File: config.mk
export PLATFORM = sky130hd
export DESIGN_NAME = pwm_audio_decoder
export DESIGN_NICKNAME = d
export VERILOG_FILES = /design/src/rtl/pwm_audio_decoder_pkg.sv /design/src/rtl/apu_sample_fifo.sv /design/src/rtl/pwm_audio_decoder.sv
export SDC_FILE = /design/constraint.sdc
export NUM_CORES = 1
export LEC_CHECK = 0
export BUFFER_PORTS_ARGS = -buffer_cell sky130_fd_sc_hd__buf_2
export CORE_ASPECT_RATIO = 1.75
export CORE_UTILIZATION = 40
export DETAILED_ROUTE_END_ITERATION = 12
export HOLD_SLACK_MARGIN = 0.05
export PLACE_DENSITY_LB_ADDON = 0.08
export SLEW_MARGIN = 20
export SYNTH_ARGS = -nofsm -noshare
export SYNTH_HDL_FRONTEND = slang
export SYNTH_SLANG_ARGS = --single-unit
File: constraint.sdc
create_clock -name clk -period 5.07 [get_ports clk]
set_clock_uncertainty 0.2 [all_clocks]
set_input_delay 0.2535 -clock clk [delete_from_list [all_inputs] [get_ports clk]]
set_output_delay 0.2535 -clock clk [all_outputs]
set_load 0.03 [all_outputs]
File: src/rtl/pwm_audio_decoder_pkg.sv
`default_nettype none
// +----------------------------------------------------------------------------+
// | Module : pwm_audio_decoder_pkg                                              |
// | Brief  : Shared defaults, word field offsets and FSM states for the decoder |
// | Rev    : 1.0                                                                |
// +----------------------------------------------------------------------------+
package pwm_audio_decoder_pkg;

    localparam int APU_DUTY_BITS = 8;
    localparam int APU_EDGE_BITS = 8;
    localparam int DUTY_LSB      = 0;

    typedef enum logic {
        ST_IDLE = 1'b0,
        ST_MEAS = 1'b1
    } state_t;

    // The edge field sits directly above the duty field.
    function automatic int edge_lsb(input int window_bits);
        return window_bits;
    endfunction

endpackage
`default_nettype wire

File: src/rtl/apu_sample_fifo.sv
`default_nettype none
// +----------------------------------------------------------------------------+
// | Module : apu_sample_fifo                                                    |
// | Brief  : Show-ahead sample FIFO with level, full and empty flags            |
// | Rev    : 1.0                                                                |
// +----------------------------------------------------------------------------+
module apu_sample_fifo #(
    parameter int WIDTH      = 16,
    parameter int LOG2_DEPTH = 2
) (
    input  logic                  clk,
    input  logic                  reset,
    input  logic                  i_push,
    input  logic [WIDTH-1:0]      i_data,
    input  logic                  i_pop,
    output logic [WIDTH-1:0]      o_data,
    output logic                  o_empty,
    output logic                  o_full,
    output logic [LOG2_DEPTH:0]   o_level
);

    localparam logic [LOG2_DEPTH:0] c_depth = {1'b1, {LOG2_DEPTH{1'b0}}};

    logic [WIDTH-1:0]       r_mem [2**LOG2_DEPTH];
    logic [LOG2_DEPTH-1:0]  r_wr_ptr;
    logic [LOG2_DEPTH-1:0]  r_rd_ptr;
    logic [LOG2_DEPTH:0]    r_count;
    logic                   w_do_push;
    logic                   w_do_pop;

    assign o_empty   = (r_count == '0);
    assign o_full    = (r_count == c_depth);
    assign o_level   = r_count;
    assign w_do_pop  = i_pop & ~o_empty;
    // A full FIFO still accepts a push when the head leaves in the same cycle.
    assign w_do_push = i_push & (~o_full | w_do_pop);
    assign o_data    = o_empty ? '0 : r_mem[r_rd_ptr];

    always_ff @(posedge clk) begin
        if (w_do_push) begin
            r_mem[r_wr_ptr] <= i_data;
        end
    end

    always_ff @(posedge clk) begin
        if (reset) begin
            r_wr_ptr <= '0;
            r_rd_ptr <= '0;
            r_count  <= '0;
        end else begin
            if (w_do_push) begin
                r_wr_ptr <= r_wr_ptr + 1'b1;
            end
            if (w_do_pop) begin
                r_rd_ptr <= r_rd_ptr + 1'b1;
            end
            case ({w_do_push, w_do_pop})
                2'b10:   r_count <= r_count + 1'b1;
                2'b01:   r_count <= r_count - 1'b1;
                default: r_count <= r_count;
            endcase
        end
    end

endmodule
`default_nettype wire

File: src/rtl/pwm_audio_decoder.sv
`default_nettype none
// +----------------------------------------------------------------------------+
// | Module : pwm_audio_decoder                                                  |
// | Brief  : Measures duty and rising edges of a PWM stream per fixed window    |
// | Rev    : 1.0                                                                |
// +----------------------------------------------------------------------------+
module pwm_audio_decoder
    import pwm_audio_decoder_pkg::*;
#(
    parameter int WINDOW_BITS = APU_DUTY_BITS,
    parameter int EDGE_BITS   = APU_EDGE_BITS,
    parameter int FIFO_LOG2   = 2
) (
    input  logic                            clk,
    input  logic                            reset,
    input  logic                            i_enable,
    input  logic                            i_pwm_in,
    output logic                            o_sample_valid,
    input  logic                            i_sample_ready,
    output logic [EDGE_BITS+WINDOW_BITS-1:0] o_sample_data,
    output logic [FIFO_LOG2:0]              o_fifo_level,
    output logic                            o_overflow,
    input  logic                            i_clear_ovf
);

    localparam int c_word_w   = EDGE_BITS + WINDOW_BITS;
    localparam int c_edge_lsb = edge_lsb(WINDOW_BITS);

    logic                   r_sync_meta;
    logic                   r_pwm_s;
    logic                   r_pwm_prev;
    state_t                 r_state;
    logic [WINDOW_BITS-1:0] r_wcnt;
    logic [WINDOW_BITS:0]   r_high_acc;
    logic [EDGE_BITS-1:0]   r_edge_acc;
    logic                   r_overflow;

    logic                   w_rise;
    logic                   w_last;
    logic                   w_pop;
    logic                   w_full;
    logic                   w_empty;
    logic                   w_drop;
    logic [WINDOW_BITS:0]   w_high_sum;
    logic [EDGE_BITS:0]     w_edge_sum;
    logic [WINDOW_BITS-1:0] w_duty;
    logic [EDGE_BITS-1:0]   w_edges;
    logic [c_word_w-1:0]    w_word;

    always_ff @(posedge clk) begin
        if (reset) begin
            r_sync_meta <= 1'b0;
            r_pwm_s     <= 1'b0;
        end else begin
            r_sync_meta <= i_pwm_in;
            r_pwm_s     <= r_sync_meta;
        end
    end

    assign w_rise     = r_pwm_s & ~r_pwm_prev;
    assign w_high_sum = r_high_acc + {{WINDOW_BITS{1'b0}}, r_pwm_s};
    assign w_edge_sum = {1'b0, r_edge_acc} + {{EDGE_BITS{1'b0}}, w_rise};
    // An all-high window would read 2^WINDOW_BITS; clamp it to all-ones.
    assign w_duty     = w_high_sum[WINDOW_BITS] ? '1 : w_high_sum[WINDOW_BITS-1:0];
    assign w_edges    = w_edge_sum[EDGE_BITS] ? '1 : w_edge_sum[EDGE_BITS-1:0];
    assign w_last     = (r_state == ST_MEAS) && i_enable && (r_wcnt == '1);

    always_comb begin
        w_word = '0;
        w_word[c_edge_lsb +: EDGE_BITS]  = w_edges;
        w_word[DUTY_LSB +: WINDOW_BITS]  = w_duty;
    end

    always_ff @(posedge clk) begin
        if (reset) begin
            r_state    <= ST_IDLE;
            r_wcnt     <= '0;
            r_high_acc <= '0;
            r_edge_acc <= '0;
            r_pwm_prev <= 1'b0;
        end else begin
            case (r_state)
                ST_IDLE: begin
                    r_wcnt     <= '0;
                    r_high_acc <= '0;
                    r_edge_acc <= '0;
                    r_pwm_prev <= 1'b0;
                    if (i_enable) begin
                        r_state <= ST_MEAS;
                    end
                end
                ST_MEAS: begin
                    if (!i_enable) begin
                        r_state    <= ST_IDLE;
                        r_wcnt     <= '0;
                        r_high_acc <= '0;
                        r_edge_acc <= '0;
                        r_pwm_prev <= 1'b0;
                    end else begin
                        // prev keeps tracking across windows so boundary edges count.
                        r_pwm_prev <= r_pwm_s;
                        r_wcnt     <= r_wcnt + 1'b1;
                        if (w_last) begin
                            r_high_acc <= '0;
                            r_edge_acc <= '0;
                        end else begin
                            r_high_acc <= w_high_sum;
                            r_edge_acc <= w_edges;
                        end
                    end
                end
                default: r_state <= ST_IDLE;
            endcase
        end
    end

    assign o_sample_valid = ~w_empty;
    assign w_pop          = o_sample_valid & i_sample_ready;
    assign w_drop         = w_last & w_full & ~w_pop;

    always_ff @(posedge clk) begin
        if (reset) begin
            r_overflow <= 1'b0;
        end else if (w_drop) begin
            r_overflow <= 1'b1;
        end else if (i_clear_ovf) begin
            r_overflow <= 1'b0;
        end
    end

    assign o_overflow = r_overflow;

    apu_sample_fifo #(
        .WIDTH      (c_word_w),
        .LOG2_DEPTH (FIFO_LOG2)
    ) u_fifo (
        .clk     (clk),
        .reset   (reset),
        .i_push  (w_last),
        .i_data  (w_word),
        .i_pop   (w_pop),
        .o_data  (o_sample_data),
        .o_empty (w_empty),
        .o_full  (w_full),
        .o_level (o_fifo_level)
    );

endmodule
`default_nettype wire
# == Word level (Yosys, flattened, before mapping) ==
# Memories as Yosys holds them, arrays and structs flattened. A register that Yosys moved wholly into a read port is not among the register bits.
# Index checks and enable logic that the tools add are counted.
# totals
mem_bits_rw,64
memories,1
regBits,37
elab_cells,61
# mem_list
name,words,word_bits,read_ports,rd_ports_with_merged_regs,wr,line_no,source
u_fifo.r_mem,4,16,1,1,1,apu_sample_fifo.sv:24,logic [WIDTH-1:0] r_mem [2**LOG2_DEPTH];
# op_classes
n_eq_ne,4
n_mux,21
n_bitwise,12
reduce_logical,5
add_sub_neg,7
# op_table
cell,count
two-way mux 8 bit,5
case mux 8 bit (2 select lines),2
two-way mux 9 bit,2
case mux 9 bit (2 select lines),1
two-way mux 16 bit,1
adder 8 x 1 -> 9 bit,1
adder 9 x 1 -> 9 bit,1
"adder 8 x 1 -> 8 bit, second input constant",1
"== test 8 bit, second input constant",1
AND 1 bit,6
two-way mux 1 bit,6
case mux 3 bit (2 select lines),1
NOT 1 bit,5
"adder 2 x 1 -> 2 bit, second input constant",2
two-way mux 2 bit,2
nonzero test 2 bit,2
"adder 3 x 1 -> 3 bit, second input constant",1
"== test 3 bit, second input constant",1
zero test 3 bit,1
"subtractor 3 x 1 -> 3 bit, second input constant",1
"== test 2 x 1 -> 1 bit, second input constant",1
"== test 2 bit, second input constant",1
logical AND 1 bit,2
case mux 1 bit (2 select lines),1
bitwise OR 1 bit,1

# == Depth between registers and ports, before layout ==
# Gate-level depths: netlist of the first run.
# depth
ltp_word,8
mapped_depth,10

# == Hierarchy ==
# Synthesis of the first run repeated with hierarchy kept, for this count alone.
# unflattened
hier_cells,321
area_unflattened_um2,4385.5
# modules_own_cells
mod,seq_area_each_um2,area_each_um2,instances,cells_each
apu_sample_fifo,2102.0,3050.4,1,169
pwm_audio_decoder,600.6,1335.0,1,152

# == Worst setup path after synthesis of the first run ==
# No wires, ideal clock.
# synth_path
path_type,register to register
from,"register u_fifo.r_count[2], in the netlist u_fifo.o_level[2]"
to,"register u_fifo.r_count[2], in the netlist u_fifo.o_level[2]"
required_time_ps,4800
path_buffers,0
arrival_time_ps,2382
setup_slack_ps,2419
path_stages_with_launch,10
period_less_slack_ps,2651
path_cell_list,dfxtp_1 -> or4b_1 -> nor4b_4 -> inv_1 -> ha_1 -> inv_1 -> fa_1 -> xor2_1 -> or3_1 -> a21oi_1
# synth_via
elab_chain_cells,8
# synth_rtl
element,line_no,source
"start, declared",apu_sample_fifo.sv:27,logic [LOG2_DEPTH:0] r_count;
"start signal, assigned",apu_sample_fifo.sv:58,2'b10: r_count <= r_count + 1'b1;
"start signal, assigned",apu_sample_fifo.sv:59,2'b01: r_count <= r_count - 1'b1;
"start signal, assigned",apu_sample_fifo.sv:60,default: r_count <= r_count;
zero test 3 bit,apu_sample_fifo.sv:31,assign o_empty = (r_count == '0);
NOT 1 bit,"apu_sample_fifo.sv:34, pwm_audio_decoder.sv:117",
AND 1 bit,pwm_audio_decoder.sv:118,assign w_pop = o_sample_valid & i_sample_ready;
AND 1 bit,apu_sample_fifo.sv:34,assign w_do_pop = i_pop & ~o_empty;
bitwise OR 1 bit,apu_sample_fifo.sv:36,assign w_do_push = i_push & (~o_full | w_do_pop);
AND 1 bit,apu_sample_fifo.sv:36,
== test 2 x 1 -> 1 bit or == test 2 bit (tied branches),apu_sample_fifo.sv:57,"case ({w_do_push, w_do_pop})"
case mux 3 bit (2 select lines) or nonzero test 2 bit (tied branches),--,
# Several ways; a longest one is shown, not always the timed one.
# A chain may end at the register's enable or synchronous reset.

# == Worst setup path after layout of the first run ==
# layout_path
from,register r_wcnt[0]
to,memory u_fifo.r_mem[1][6] (enable)
# layout_via
elab_chain_cells,5
# layout_rtl
element,line_no,source
"start, declared",pwm_audio_decoder.sv:33,logic [WINDOW_BITS-1:0] r_wcnt;
"start signal, assigned",pwm_audio_decoder.sv:102,r_wcnt <= r_wcnt + 1'b1;
== test 8 bit,pwm_audio_decoder.sv:66,assign w_last = (r_state == ST_MEAS) && i_enable && (r_wcnt == '1);
logical AND 1 bit,pwm_audio_decoder.sv:66,
AND 1 bit,apu_sample_fifo.sv:36,
two-way mux 1 bit,apu_sample_fifo.sv:40,if (w_do_push) begin
two-way mux 1 bit (implied by the code),apu_sample_fifo.sv:41,r_mem[r_wr_ptr] <= i_data;
"end, declared",apu_sample_fifo.sv:24,
# Every way passes these cells.

==> results of run 1 <==
[placed cells by master, fill, tap and decap left out, types with 2 or more instances in the layout]
| master | synthesis | layout |
|---|---|---|
| dlygate4sd3_1 | 0 | 3 |
| o21ai_1 | 2 | 2 |
| nor2b_1 | 21 | 21 |
| xor2_1 | 8 | 8 |
| or4_1 | 2 | 2 |
| o31ai_1 | 2 | 2 |
| nand4_1 | 7 | 7 |
| nand3_1 | 15 | 15 |
| nor2_1 | 18 | 18 |
| buf_4 | 0 | 3 |
| clkbuf_16 | 0 | 9 |
| nand2b_1 | 3 | 3 |
| nand2_1 | 12 | 12 |
| a21oi_1 | 15 | 15 |
| mux4_2 | 16 | 16 |
| buf_2 | 3 | 26 |
| xnor2_1 | 4 | 4 |
| edfxtp_1 | 64 | 64 |
| and2_1 | 6 | 6 |
| or3_1 | 9 | 9 |
| ha_1 | 10 | 10 |
| o21ai_0 | 8 | 8 |
| inv_1 | 15 | 15 |
| clkinv_4 | 0 | 3 |
| a31oi_1 | 2 | 2 |
| dfxtp_1 | 39 | 39 |
| clkinvlp_4 | 0 | 2 |
[how the worst max path moves through the flow]
stage,from,endpoint
final,r_wcnt[0]$_SDFF_PP0_,u_fifo.r_mem[1][6]$_DFFE_PP_
after detailed placement,r_wcnt[0]$_SDFF_PP0_,u_fifo.r_mem[1][13]$_DFFE_PP_
after floorplan,u_fifo.o_level[2]$_SDFFE_PP0P_,u_fifo.o_level[2]$_SDFFE_PP0P_
after CTS,r_wcnt[0]$_SDFF_PP0_,u_fifo.r_mem[1][0]$_DFFE_PP_
after global placement,r_wcnt[0]$_SDFF_PP0_,u_fifo.r_mem[1][10]$_DFFE_PP_
after global routing,r_wcnt[0]$_SDFF_PP0_,u_fifo.r_mem[1][9]$_DFFE_PP_
[cells in the mapped netlist, types with 2 or more instances]
master	number
nor2_1	18
or4_1	2
ha_1	10
and2_1	6
xnor2_1	4
o21ai_1	2
inv_1	15
mux4_2	16
nand4_1	7
o21ai_0	8
nand3_1	15
nand2_1	12
nand2b_1	3
o31ai_1	2
buf_2	3
or3_1	9
clkbuf_1	6
nor2b_1	21
nor3_1	2
dfxtp_1	39
a21oi_1	15
edfxtp_1	64
a31oi_1	2
xor2_1	8
[metrics by stage]
step	hold WS, ns	std cells	worst slack, ns	util [%]
2_1_floorplan	0.182	303	2.42	-
5_1_grt	0.0662	468	2.13	46.6
6_report	0.0532	468	2.34	46.6
4_1_cts	0.0541	468	2.24	46.6
3_5_place_dp	0.227	449	2.25	43.5
3_3_place_gp	0.217	449	2.28	43.5
[power by group through the flow]
stage	clock network (mW)	logic (mW)	registers, mW
2_1_floorplan	0	0.00662	0.900
3_3_place_gp	0	0.0102	0.901
3_5_place_dp	0	0.0104	0.901
4_1_cts	0.668	0.0121	0.882
5_1_grt	0.699	0.0133	0.881
6_report	0.648	0.0118	0.882
[registers in the layout, indices dropped and copies added, names as in the netlist, named ones only]
| signal | flops |
|---|---|
| o_overflow | 1 |
| r_edge_acc | 8 |
| r_high_acc | 9 |
| r_pwm_prev | 1 |
| r_pwm_s | 1 |
| r_state | 1 |
| r_sync_meta | 1 |
| r_wcnt | 8 |
| u_fifo.o_level | 3 |
| u_fifo.r_mem | 64 |
| u_fifo.r_rd_ptr | 2 |
| u_fifo.r_wr_ptr | 2 |
[layer usage]
metal / share of wire, % / vias to the layer above / wire (µm) / global-route usage [%]
met2: 54 / 44 / 3860 / 26.3
met5: 0 / - / 0 / 0
met1: 41 / 1151 / 2940 / 16.8
met3: 3.3 / 8 / 233 / 3.58
met4: 1.6 / 0 / 111 / 5.76
li1: - / 1185 / - / -
[cell families after synthesis]
family	after synthesis	synth area share, %
AND/OR/NAND/NOR	103	13.8
buffers and inverters	25	2.51
XOR/XNOR	12	2.51
flip-flops	103	64.5
AO/OA/AOI/OAI	31	4.06
multiplexers	18	9.11
adder cells (fa/ha/maj)	11	3.47
[final cells by class]
type,count,area [µm²]
clock buffers,10,239
clock inverters,6,46.3
fillers,935,5470
inverters,15,56.3
multi-input cells,175,1390
flip-flops and latches,103,2700
well taps,127,159
repair buffers,32,183
==> results.md, run 1 <==
- Fmax: 0.367 GHz
- Synthesized area per cell: 13.8 µm²
- Crit path DAT: 2.49 ns
- Post-synth cell types: 38
- Number of buffers and inverters on the critical path: 0
- Power consumption: 1.54 mW
- Yosys top cell by area: edfxtp_1
- Final critical-path required period: 2.73 ns
- Nets: 353
- Port bufs: 26
- PostCTS Resize Cnt: 0
- Crit path kind: reg2reg
- Clk_lat worst skew: 0.34 ns
- R2r setup slk: 2.34 ns
- Iteration-0 DRC count of the detailed router: 140
- Logic pwr share: 0.8%
- Share of cells above drive strength 1: 19.4%
- Post-CTS Setup Bufs: 0
- Die X-Extent: 79.3 µm
- Cell Pwr Density: 323 nW/µm²
- Req. time, crit path: 4.83 ns
- Maximum buffer depth of the clock tree: 2
- Worst r2r src: r_wcnt[0]$_SDFF_PP0_
- EDFF count, synth: 64
- Initial antenna violation count: 0
- Instance count on the critical path: 4
- H-tree lvl count: 3
- Clk root buf: clkbuf_16
- Syn nets: 320
- Max Cap Viol: 0
- Dpl hpwl: 4.75 mm
- GPL Wtd Cong: 0.723
- Hold depth: 2
- Reg2reg path depth: 4
- Flop pwr share: 57.2%
- Final setup viols: 0
- Total negative slack: 0 ns
- Crit path max fanout: 16
- CTS Buf Count: 9
- Post-Syn Area: 4190 µm²
- HP Class: in2reg
- Outcome: complete, no violations
- Share of the synthesized area in the top cell type: 45.9%
- Relative slew margins: 38.2%
- Setup crit start kind: flip-flop
- Post-route ant nets: 0
- Hold path endpoint: u_fifo.o_level[1]$_SDFFE_PP0P_
- Slew @ Worst Pin: 0.927 ns
- Ys flop type: edfxtp_1
- Diodes inserted: 0
- Die area: 10900 µm²
- Mean number of vias per cell: 5.10
- CP delay by family, top: simple AND/OR/NAND/NOR gates
- Std-Cell Rows: 49
- Placed inst area: 4460 µm²
- Worst r2r dst: u_fifo.r_mem[1][6]$_DFFE_PP_
- Synthesis-to-layout area growth: 13.9%
- RSZ-0062 raised after global routing: false
- Sequential-to-total area share from yosys stat: 64.5%
- Vias: 2388
- CP max stage cell: and2_1
- Initial Util: 40.9%
- Asr flop ratio synth: 0%
- Peak VDD IR: 0.192 mV
- Cts hold-fix bufs: 3
- Largest net degree at the start of global routing: 18
- Finished Cell Area: 4770 µm²
- Die Span Y: 137 µm
- Syn Inst Count: 303
- CP endpoint kind: flip-flop
- Worst-path cell chain: ha_1 -> nand4_1 -> nor4b_4 -> and2_1
- Number of remaining DRC errors: 0
- Ys Warns: 0
- Pre-antenna DRT Iters: 4
- # IOs: 27
- Final Hold Viols: 0
- Final Max Tran Viols: 0
- CTS tree: built
- Leak Pwr: 1.69 nW
- Num Clock Sinks: 103
- Vias in the first global route: 2360
- Wire length per cell: 15.3 µm
- HP Start: reset
- NetSw: 307 µW
- First-pass GRT wire length: 11.7 mm
- Clk pin slew, worst setup/hold paths: 0.07 ns
- Area contributors post-synth: edfxtp_1 46%, dfxtp_1 19%, mux4_2 8.6%
- #FFs+latches synth: 103
- Switch share: 19.9%
- Grt ovf: 0
- Core area: 10200 µm²
- Int Pwr: 1.23 mW
- CP max stage delay: 0.81 ns
- Clock network power share: 42.0%
- Total track usage: 14.8%
- Final Cycle Share: 53.8%
- Final Routed Wirelength: 7.14 mm
Power figures use the tool's default switching activity.
==> inputs of run 2 (changes only) <==
ABC_AREA = 1   (was not set)
clock period = 2.7 ns   (was 5.07 ns; I/O delays follow)
==> results.md, run 2 <==
- Outcome: complete, no violations
- Share of the synthesized area in the top cell type: 44.2%
- Cell Pwr Density: 582 nW/µm²
- Post-CTS Setup Bufs: 0
- Max FFs per register: 64
- Max Cap Viol: 0
- Initial Util: 40.9%
- Sequential cell area: 2700 µm²
- Num Clock Sinks: 103
- Top cells by count, synth: 96 x nor2_1, 64 x edfxtp_1, 45 x inv_1, 45 x nand2_1, 39 x dfxtp_1
- Synthesized area per cell: 10.0 µm²
- Post-route setup slack: 0.379 ns
- Die area: 11300 µm²
- Multi-input logic area: 1390 µm²
- Core area: 10600 µm²
- GPL Wtd Cong: 0.799
- Area contributors post-synth: edfxtp_1 44%, dfxtp_1 18%, nor2_1 8.3%
- Post-route ant nets: 0
- Worst-path cell chain: ha_1 -> nand2_1 -> nor2_4 -> nand4_4 -> ha_1 -> inv_1 -> fa_1 -> or2_2 -> nand2_1 -> o21ai_0 -> a21oi_1
- H-tree lvl count: 3
- Final Routed Wirelength: 8.58 mm
- Total negative slack: 0 ns
- EDFF count, synth: 64
- NetSw: 604 µW
- Share of cells above drive strength 1: 13.7%
- # IOs: 27
- Peak VDD IR: 0.325 mV
- Syn Inst Count: 434
- Number of buffers and inverters on the critical path: 1
- Sequential-to-total area share from yosys stat: 62.2%
- Count leader, synth: nor2_1
- Number of remaining DRC errors: 0
- First-pass GRT wire length: 13.9 mm
- CP max stage cell: fa_1
- Ys Warns: 0
- Yosys top cell by area: edfxtp_1
- Vias in the first global route: 2890
- Final core occ: 47.1%
- Iteration-0 DRC count of the detailed router: 90
- Initial antenna violation count: 0
- CTS tree: built
- CP max stage delay: 0.37 ns
- Nets: 493
- Final critical-path required period: 2.32 ns
- Clk pin slew, worst setup/hold paths: 0.07 ns
- Clock network power share: 42.1%
- Req. time, crit path: 2.77 ns
- Int Pwr: 2.31 mW
- Final setup viols: 0
- Most common cell after layout, fill and taps aside: nor2_1
- Die X-Extent: 80.8 µm
- Pre-antenna DRT Iters: 4
- Beginning of the critical path: r_wcnt[0]$_SDFF_PP0_
- #FFs+latches synth: 103
- Dpl hpwl: 5.64 mm
- Crit path kind: reg2reg
- Fmax: 0.431 GHz
- Mean number of vias per cell: 4.89
- Clk_lat worst skew: 0.34 ns
- Synthesis-to-layout area growth: 15.1%
- Wire length per cell: 14.0 µm
- Syn nets: 451
- Leak Pwr: 2.10 nW
- Ys flop type: edfxtp_1
- HP Class: reg2reg
- CP delay by family, top: adder cells
- Clk root buf: clkbuf_16
- Crit path DAT: 2.39 ns
- Final Max Tran Viols: 0
- HP Start: r_sync_meta$_SDFF_PP0_
- Final Cycle Share: 86.0%
- CTS Buf Count: 9
- Pre-CTS setup slack: 0.384 ns
- Post-Syn Area: 4350 µm²
- Final Hold Viols: 0
- Biggest regs: u_fifo.r_mem: 64 flops, r_high_acc: 9 flops
- Port bufs: 26
- Top reg by flops: u_fifo.r_mem
- Filler instances: 1026
- Maximum buffer depth of the clock tree: 2
- Die Span Y: 140 µm
- Total track usage: 16.5%
- Logic pwr share: 1.0%
- Most frequent cells in the layout: 96 x nor2_1, 64 x edfxtp_1, 45 x inv_1, 45 x nand2_1, 39 x dfxtp_1
- Grt ovf: 0
- Setup crit start kind: flip-flop
- Std-Cell Rows: 50
- Crit path max fanout: 9
- Switch share: 20.7%
- Worst r2r src: r_wcnt[0]$_SDFF_PP0_
- Asr flop ratio synth: 0%
- Flop pwr share: 56.8%
- Vias: 2987
- Diodes inserted: 0
- Post-synth cell types: 31
- RSZ-0062 raised after global routing: false
- Largest net degree at the start of global routing: 33
- Relative slew margins: 53.7%
- CP endpoint kind: flip-flop
- Slew @ Worst Pin: 0.694 ns
==> run 2: kinds of logic after synthesis <==
logic type / synth area share, %
adder cells (fa/ha/maj): 3.34
AO/OA/AOI/OAI: 8.72
flip-flops: 62.2
AND/OR/NAND/NOR: 18.1
XOR/XNOR: 1.81
buffers and inverters: 5.87
==> run 2: what timing repair did <==
action	4_1_cts	5_1_grt
endpoints found under the hold margin	16	0
hold buffers	8	0
gates resized for setup	0	0
==> run 2: worst paths after layout <==
check                                                 endpoint  slack, ns  depth (start not counted)
worst max-delay path            u_fifo.o_level[2]$_SDFFE_PP0P_       0.38                         11
worst min-delay path                        r_pwm_s$_SDFF_PP0_       0.23                          2
worst max register to register  u_fifo.o_level[2]$_SDFFE_PP0P_       0.38                         11
worst min register to register              r_pwm_s$_SDFF_PP0_       0.23                          2
==> run 2: final cells by class <==
class,count,area share [%]
Tap cell,130,3.25
Timing Repair Buffer,44,5.70
Sequential cell,103,54.0
Clock inverter,6,1.05
Multi-Input combinational cell,269,27.7
Clock buffer,10,4.58
Inverter,49,3.67
==> run 2: power by group through the flow <==
stage	clock network (mW)	logic, mW	registers [mW]
after floorplan	0	0.0136	1.69
after global placement	0	0.0217	1.69
after detailed placement	0	0.0223	1.69
after CTS	1.26	0.0299	1.66
after global routing	1.32	0.0333	1.65
final	1.23	0.0295	1.66
==> run 2: tightest hold or removal path: stages, from the launching register on <==
cell and delay (ns):
dfxtp_1 0.30, inv_1 0.05, nor2_1 0.04
==> run 2: routing by layer <==
metal	up-vias	part of all wire, %	GRT usage [%]
met5	-	0	0
met4	0	1.6	6.48
met3	9	1.7	2.93
met2	39	54	29.4
met1	1417	43	18.9
li1	1522	-	-
==> run 2: metrics by stage <==
stage / instance area [µm²] / instances / power (mW) / hold slack (ns)
final: 5000 / 611 / 2.91 / 0.225
after global routing: 5000 / 611 / 3.01 / 0.246
after CTS: 5000 / 611 / 2.95 / 0.230
after global placement: 4640 / 587 / 1.71 / 0.140
after floorplan: 4350 / 434 / 1.70 / 0.00407
after detailed placement: 4640 / 587 / 1.71 / 0.145
==> inputs of run 3 (changes only) <==
CORE_UTILIZATION = 45   (was 40)
clock period = 2.1 ns   (was 2.7 ns; I/O delays follow)
==> results.md, run 3 (same netlist as run 2, synthesis figures left out) <==
- Outcome: complete, no violations
- Relative slew margins: 80.1%
- Most common cell after layout, fill and taps aside: nor2_1
- Crit path DAT: 2.08 ns
- Total negative slack: 0 ns
- Wire length per cell: 13.5 µm
- Maximum buffer depth of the clock tree: 2
- Final core occ: 55.9%
- Std-Cell Rows: 47
- Share of cells above drive strength 1: 22.3%
- Peak VDD IR: 0.456 mV
- Grt ovf: 0
- Setup crit start kind: input port
- Num Clock Sinks: 103
- Total track usage: 17.9%
- Mean number of vias per cell: 4.90
- CTS Buf Count: 9
- Final Cycle Share: 95.8%
- Clk_lat worst skew: 0.34 ns
- Pre-antenna DRT Iters: 4
- Final Hold Viols: 0
- Die Span Y: 132 µm
- CP endpoint kind: flip-flop
- CTS tree: built
- Finished Cell Area: 5260 µm²
- Vias in the first global route: 2943
- # IOs: 27
- Die X-Extent: 76.3 µm
- Req. time, crit path: 2.17 ns
- Number of remaining DRC errors: 0
- H-tree lvl count: 3
- Post-route setup slack: 0.0887 ns
- Biggest regs: u_fifo.r_mem: 64 flops, r_high_acc: 9 flops
- Crit path max fanout: 2
- Initial Util: 46.2%
- Final setup viols: 0
- Max FFs per register: 64
- Cell Pwr Density: 713 nW/µm²
- Final Max Tran Viols: 0
- Pre-CTS setup slack: -0.0895 ns
- Max Cap Viol: 0
- Diodes inserted: 0
- Synthesis-to-layout area growth: 21.0%
- Post-route ant nets: 0
- Largest net degree at the start of global routing: 21
- Port bufs: 26
- Die area: 10100 µm²
- Most frequent cells in the layout: 93 x nor2_1, 64 x edfxtp_1, 41 x inv_1
- RSZ-0062 raised after global routing: true
- Iteration-0 DRC count of the detailed router: 116
- GPL Wtd Cong: 0.726
- Nets: 509
- Final Routed Wirelength: 8.35 mm
- Hold depth: 2
- Final critical-path required period: 2.01 ns
- Fmax: 0.497 GHz
- Placed inst area: 4760 µm²
- Filler instances: 851
- Crit path kind: in2reg
- HP Class: reg2reg
- Top reg by flops: u_fifo.r_mem
- Non-Filler Instances: 619
- Clk pin slew, worst setup/hold paths: 0.07 ns
- Vias: 3032
- Dpl hpwl: 5.54 mm
- Initial antenna violation count: 0
- DP Cell Count: 592
- Leak Pwr: 2.20 nW
- Slew @ Worst Pin: 0.298 ns
- Reg2reg path depth: 11
- Core area: 9410 µm²
- First-pass GRT wire length: 13.7 mm
- Clk root buf: clkbuf_16
[run 3: cell types whose count changed in the layout (fill, tap and decap cells not counted), moves of 4 or more]
cell | previous run | this run
nand2_1 | 45 | 37
inv_1 | 45 | 41
nand2_2 | 0 | 8
dfxtp_1 | 39 | 33
dfxtp_2 | 0 | 6
buf_4 | 10 | 20
ha_1 | 10 | 6
[run 3: repair_timing]
action	4_1_cts	5_1_grt
hold buffers	8	0
pin swaps	0	8
hold endpoints to repair	22	0
endpoints found under the setup margin	1	40
setup buffers	0	3
gates resized for setup	4	29
[run 3: routing by layer]
metal / wire, µm / GRT usage, % / up-vias / share of wire, %
met5: 0 / 0 / - / 0
met4: 161 / 7.80 / 0 / 1.9
met3: 212 / 3.25 / 9 / 2.5
met2: 4640 / 33.9 / 42 / 56
met1: 3330 / 18.8 / 1429 / 40
li1: - / - / 1552 / -
[run 3: worst paths after layout]
check	start	endpoint	slack, ns
max	i_sample_ready	u_fifo.o_level[2]$_SDFFE_PP0P_	0.09
max reg2reg	u_fifo.o_level[1]$_SDFFE_PP0P_	u_fifo.o_level[2]$_SDFFE_PP0P_	0.09
min reg2reg	r_sync_meta$_SDFF_PP0_	r_pwm_s$_SDFF_PP0_	0.19
min	r_sync_meta$_SDFF_PP0_	r_pwm_s$_SDFF_PP0_	0.19
[run 3: layout make-up]
class	instances	area, µm²	share of cell area [%]
Clock buffer	10	239	4.55
Timing Repair Buffer	60	457	8.69
Tap cell	122	153	2.90
Sequential cell	103	2710	51.5
Multi-Input combinational cell	269	1460	27.8
Clock inverter	6	50.0	0.952
Inverter	49	188	3.57
[run 3: through the flow]
stage               power (mW)  hold slack [ns]
floorplan                 2.19          -0.0300
global placement          2.20            0.127
detailed placement        2.20            0.134
CTS                       3.80            0.201
global route              3.86            0.223
finish                    3.75            0.195
[run 3: critical path: stages]
cell and delay, ns:
dlygate4sd3_1 0.53, buf_2 0.13, nor2_2 0.09, nand2_2 0.08, nand4_4 0.12, ha_4 0.13, inv_2 0.04, fa_2 0.35
or2_4 0.25, nand2_2 0.07, o21ai_1 0.06, a21oi_1 0.12
[run 3: power breakdown]
group	internal [mW]	leakage, nW	switching, mW
registers	2.13	1.04	0.00178
clock network	0.850	0.136	0.727
logic	0.0180	1.02	0.0233
